$ cat config.mk
export PLATFORM = sky130hd
export DESIGN_NAME = print_port
export DESIGN_NICKNAME = d
export VERILOG_FILES = /design/src/rtl/print_pkg.sv /design/src/rtl/print_fifo.sv /design/src/rtl/print_port.sv
export SDC_FILE = /design/constraint.sdc
export NUM_CORES = 1
export LEC_CHECK = 0
export CAP_MARGIN = 15
export CORE_ASPECT_RATIO = 0.9
export CORE_MARGIN = 4
export CORE_UTILIZATION = 55
export CTS_BUF_LIST = sky130_fd_sc_hd__clkbuf_8
export DETAILED_ROUTE_END_ITERATION = 16
export DONT_BUFFER_PORTS = 1
export PLACE_DENSITY = 0.8
export SETUP_SLACK_MARGIN = 0.1
export SYNTH_ARGS = -nofsm -noshare
export SYNTH_HDL_FRONTEND = slang
export SYNTH_SLANG_ARGS = --single-unit
$ cat constraint.sdc
create_clock -name clk -period 5.8 [get_ports clk]
set_clock_uncertainty 0.05 [all_clocks]
set_input_delay 1.16 -clock clk [delete_from_list [all_inputs] [get_ports clk]]
set_output_delay 1.16 -clock clk [all_outputs]
set_load 0.02 [all_outputs]
$ cat src/rtl/print_pkg.sv
// Shared types and defaults for the print port and its FIFO.
package print_pkg;

    typedef enum logic [1:0] {
        IDLE = 2'd0,
        SHOW = 2'd1,
        GAP  = 2'd2
    } state_t;

    localparam int PRINT_DATA_W       = 16;
    localparam int PRINT_HOLD_DEFAULT = 50_000_000;
    localparam int PRINT_GAP_DEFAULT  = 10_000_000;

    // Counter width for a cycle count, never narrower than one bit.
    function automatic int cnt_w(input int n);
        return (n > 1) ? $clog2(n) : 1;
    endfunction

endpackage

$ cat src/rtl/print_fifo.sv
// Small synchronous FIFO; head word visible combinationally on pop_data.
module print_fifo #(
    parameter  int DATA_W = 16,
    parameter  int DEPTH  = 4,
    localparam int AW     = $clog2(DEPTH)
) (
    input  logic              clk,
    input  logic              rst_n,
    input  logic              flush,
    input  logic              push,
    input  logic [DATA_W-1:0] push_data,
    input  logic              pop,
    output logic [DATA_W-1:0] pop_data,
    output logic              full,
    output logic              empty,
    output logic [AW:0]       count
);

    logic [DATA_W-1:0] r_mem [DEPTH];
    logic [AW-1:0]     r_wr_ptr;
    logic [AW-1:0]     r_rd_ptr;
    logic [AW:0]       r_count;
    logic              w_push_ok;
    logic              w_pop_ok;

    assign full      = (r_count == (AW+1)'(DEPTH));
    assign empty     = (r_count == '0);
    assign count     = r_count;
    assign pop_data  = r_mem[r_rd_ptr];
    assign w_push_ok = push && !full && !flush;
    assign w_pop_ok  = pop && !empty && !flush;

    always_ff @(posedge clk) begin
        if (w_push_ok)
            r_mem[r_wr_ptr] <= push_data;
    end

    // Pointers are exactly log2(DEPTH) bits, so they wrap without compare logic.
    always_ff @(posedge clk or negedge rst_n) begin
        if (!rst_n) begin
            r_wr_ptr <= '0;
            r_rd_ptr <= '0;
            r_count  <= '0;
        end else if (flush) begin
            r_wr_ptr <= '0;
            r_rd_ptr <= '0;
            r_count  <= '0;
        end else begin
            if (w_push_ok)
                r_wr_ptr <= r_wr_ptr + AW'(1);
            if (w_pop_ok)
                r_rd_ptr <= r_rd_ptr + AW'(1);
            case ({w_push_ok, w_pop_ok})
                2'b10:   r_count <= r_count + (AW+1)'(1);
                2'b01:   r_count <= r_count - (AW+1)'(1);
                default: r_count <= r_count;
            endcase
        end
    end

endmodule

$ cat src/rtl/print_port.sv
// Queues CPU print words and shows each one for a fixed hold time, then a blank gap.
module print_port
    import print_pkg::*;
#(
    parameter int DATA_W      = PRINT_DATA_W,
    parameter int DEPTH       = 4,
    parameter int HOLD_CYCLES = PRINT_HOLD_DEFAULT,
    parameter int GAP_CYCLES  = PRINT_GAP_DEFAULT
) (
    input  logic              clk,
    input  logic              rst_n,
    input  logic              wr_en,
    input  logic [DATA_W-1:0] wr_data,
    output logic              wr_ready,
    input  logic              clear,
    output logic              print_signal,
    output logic [DATA_W-1:0] data,
    output logic              busy,
    output logic              overflow
);

    localparam int HW = cnt_w(HOLD_CYCLES);
    localparam int GW = cnt_w(GAP_CYCLES);
    localparam int AW = $clog2(DEPTH);
    localparam logic [HW-1:0] HOLD_LOAD = HW'(HOLD_CYCLES - 1);
    localparam logic [GW-1:0] GAP_LOAD  = GW'((GAP_CYCLES > 0) ? GAP_CYCLES - 1 : 0);

    state_t            r_state,    w_state_nxt;
    logic [HW-1:0]     r_hold_cnt, w_hold_nxt;
    logic [GW-1:0]     r_gap_cnt,  w_gap_nxt;
    logic              r_print,    w_print_nxt;
    logic [DATA_W-1:0] r_data,     w_data_nxt;
    logic              r_ovf,      w_ovf_nxt;

    logic              w_full;
    logic              w_empty;
    logic              w_push;
    logic              w_pop;
    logic [DATA_W-1:0] w_head;
    logic [AW:0]       w_count;

    // wr_ready comes from occupancy before any same-edge pop: no full-FIFO bypass.
    assign wr_ready     = !w_full;
    assign w_push       = wr_en && !w_full && !clear;
    assign w_pop        = (r_state == IDLE) && !w_empty && !clear;
    assign print_signal = r_print;
    assign data         = r_data;
    assign overflow     = r_ovf;
    assign busy         = (r_state != IDLE) || (w_count != '0);

    print_fifo #(
        .DATA_W (DATA_W),
        .DEPTH  (DEPTH)
    ) u_fifo (
        .clk       (clk),
        .rst_n     (rst_n),
        .flush     (clear),
        .push      (w_push),
        .push_data (wr_data),
        .pop       (w_pop),
        .pop_data  (w_head),
        .full      (w_full),
        .empty     (w_empty),
        .count     (w_count)
    );

    always_comb begin
        w_state_nxt = r_state;
        w_hold_nxt  = r_hold_cnt;
        w_gap_nxt   = r_gap_cnt;
        w_print_nxt = r_print;
        w_data_nxt  = r_data;
        w_ovf_nxt   = r_ovf;
        if (clear) begin
            w_state_nxt = IDLE;
            w_hold_nxt  = '0;
            w_gap_nxt   = '0;
            w_print_nxt = 1'b0;
            w_data_nxt  = '0;
            w_ovf_nxt   = 1'b0;
        end else begin
            if (wr_en && w_full)
                w_ovf_nxt = 1'b1;
            case (r_state)
                IDLE: begin
                    if (!w_empty) begin
                        w_data_nxt  = w_head;
                        w_print_nxt = 1'b1;
                        w_hold_nxt  = HOLD_LOAD;
                        w_state_nxt = SHOW;
                    end
                end
                SHOW: begin
                    if (r_hold_cnt == '0) begin
                        w_print_nxt = 1'b0;
                        if (GAP_CYCLES == 0) begin
                            w_state_nxt = IDLE;
                        end else begin
                            w_gap_nxt   = GAP_LOAD;
                            w_state_nxt = GAP;
                        end
                    end else begin
                        w_hold_nxt = r_hold_cnt - HW'(1);
                    end
                end
                GAP: begin
                    if (r_gap_cnt == '0)
                        w_state_nxt = IDLE;
                    else
                        w_gap_nxt = r_gap_cnt - GW'(1);
                end
                default: w_state_nxt = IDLE;
            endcase
        end
    end

    always_ff @(posedge clk or negedge rst_n) begin
        if (!rst_n) begin
            r_state    <= IDLE;
            r_hold_cnt <= '0;
            r_gap_cnt  <= '0;
            r_print    <= 1'b0;
            r_data     <= '0;
            r_ovf      <= 1'b0;
        end else begin
            r_state    <= w_state_nxt;
            r_hold_cnt <= w_hold_nxt;
            r_gap_cnt  <= w_gap_nxt;
            r_print    <= w_print_nxt;
            r_data     <= w_data_nxt;
            r_ovf      <= w_ovf_nxt;
        end
    end

endmodule

==> metrics.txt <==
via count=4811; HP Class=primary input to async pin; Area Overhead vs Synth=7.65%; fin crit share=a little under three fifths; Setup-failing EPs final=0; Post-Synthesis Cells=between 500 and 600; final hold violations=0; register bit count reported by yosys=141; CTS Sinks=141; Die W=124 µm; Crit path required time=approximately 6.1 ns; Total Routing Usage GR=21.8%; Max Cap Viol=0; CP Max Fanout=11; 1st-iter DRT viols=479; I/O pins=40; FFs w/ async S/R, synth=54.6%; Finished Core Util=61.8%; global-route wire length before repair=24.4 mm; Antenna Nets Post-Route=0; CP delay by family, top=compound AO/OA/AOI/OAI gates; CTS tree=done; Highest Clock Rate=0.303 GHz; largest net degree at the start of global routing=78; max-slew violations=0; commonest non-fill, non-tap cell in the layout=dfrtp_1; number of global-route vias before repair=4831; CTS max path bufs=2; syn avg cell area=11.6 µm²; die height=roughly 110 µm; cts repair resizes=0; CTS buffer count=17; nets@finish=602; Vias/cell=between 6 and 7; crit-path cells=inv_1, ha_1, nor4b_1, nand4_1, o21bai_1, inv_1, a21o_1, a22o_1; setup TNS=0 ns; DP Wirelength=9.71 mm; Antenna diodes=0; EDFF count, synth=64; crit start category=flip-flop; total gr overflow=0; CP endpoint kind=flip-flop; Worst slew margin=28.6%; gp weighted congestion=0.870; Wirelength per Cell=19.8 µm; Critical Path AT=3.60 ns; most frequent cells in the layout=dfrtp_1, edfxtp_1, nand2_1; total chip power=~3200 µW; drt first pass iters=7; final WL=14.7 mm; top_reg_cell synth=dfrtp_1; Cells after DPL=710; CTS clk-pin slew, worst paths=0.08 ns; warnings from Yosys=0; Root Driver=clkbuf_8; Min Hold Slack=about 0.33 ns; Max VDD drop=~0.36 mV; sequential-to-total area share from yosys stat=between 50% and 60%; slowest CP cell=o21bai_1; initial antenna violation count=0; H-Tree Depth=4; die footprint=0.0140 mm²; pwr/cell area=437 mW/mm²; Initial Utilization=57.4%; proportion of layout cells with a drive suffix above 1=11.8%; status=finished clean; CTS Hold Bufs=0; # Post-CTS Setup Buffers=0; Site Rows=37; Finished Layout Cells=743; Layout fillers=917; CP Class=flip-flop to flip-flop; Bufs and invs on worst path=2; post-synth net total=604; Static Leakage=0.00281 µW; Tmin final=3.30 ns; Residual DRC=0; IO Port Bufs=0; Core Region=~0.012 mm²; RSZ-0062 raised after global routing=no; worst-margin pin slew=1.07 ns; Slowest Stage Delay on Critical Path=0.74 ns; crit-path most repeated cell=inv_1; post-synth cell types=67; Worst-Skew Late Latency=0.46 ns; Cell Area, Synth=about 0.0067 mm²
-- final timing paths --
kind,end,startpoint,cells past startpoint,slack [ns]
max,r_hold_cnt[12],r_hold_cnt[0],8,2.50
min,r_hold_cnt[15],rst_n,0,0.33
max reg2reg,r_hold_cnt[12],r_hold_cnt[0],8,2.50
min reg2reg,r_gap_cnt[21],r_gap_cnt[21],1,0.46
max in group asynchronous,data[4],rst_n,0,5.24
min in group clk,r_gap_cnt[21],r_gap_cnt[21],1,0.46
-- stage by stage --
step                instance area, µm²  worst slack (ns)
detailed placement                6810              2.55
global placement                  6810              2.63
floorplan                         6690              2.75
CTS                               7180              2.53
finish                            7200              2.50
global route                      7200              2.22
-- logic make-up (layout without fill, tap and decap cells) --
kind of cell / count (synthesis) / after routing / share of synthesized area [%]
flip-flops: 141 / 141 / 57.5
adder cells (fa/ha/maj): 8 / 8 / 1.61
AO/OA/AOI/OAI: 133 / 133 / 13.5
buffers and inverters: 40 / 51 / 2.37
XOR/XNOR: 7 / 7 / 0.916
multiplexers: 17 / 17 / 5.53
AND/OR/NAND/NOR: 230 / 230 / 18.5
-- synth_stat cells (14+ instances only) --
master / n / area, µm²
clkbuf_1: 21 / 78.8
a21oi_1: 37 / 185
a31oi_1: 14 / 87.6
nor3_1: 25 / 125
nand2_1: 58 / 218
o21ai_0: 21 / 105
nor4_1: 17 / 106
edfxtp_1: 64 / 1920
inv_1: 15 / 56.3
dfrtp_1: 77 / 1930
nor2_1: 46 / 173
mux4_2: 16 / 360
-- layer usage --
| metal | up-vias | GRT usage [%] | share of wire, % |
|---|---|---|---|
| li1 | 2208 | - | - |
| met3 | 29 | 7.09 | 8.0 |
| met2 | 191 | 36.0 | 49 |
| met5 | - | 0 | 0 |
| met4 | 0 | 8.04 | 2.0 |
| met1 | 2383 | 27.2 | 41 |
-- sequential cells by signal, summed over array words and instances (netlist names) --
signal	cells
u_fifo.r_wr_ptr	2
print_signal	1
u_fifo.r_mem	64
u_fifo.count	3
overflow	1
data	16
r_hold_cnt	26
u_fifo.r_rd_ptr	2
r_state	2
r_gap_cnt	24
-- power breakdown --
group / leakage [µW] / internal [µW] / switching [µW] / total, µW
sequential: 0.00161 / 1200 / 237 / 1440
combinational: 0.00101 / 397 / 582 / 978
clock: 0.000190 / 350 / 385 / 735
-- cell type report --
cell class / count / area (µm²) / share of cell area (%)
Clock buffer: 18 / 248 / 3.44
Clock inverter: 14 / 121 / 1.68
Inverter: 15 / 56.3 / 0.782
Multi-Input combinational cell: 395 / 2690 / 37.3
Sequential cell: 141 / 3850 / 53.4
Tap cell: 156 / 195 / 2.71
Timing Repair Buffer: 4 / 50.0 / 0.695
(Power assumes the default switching activity.)
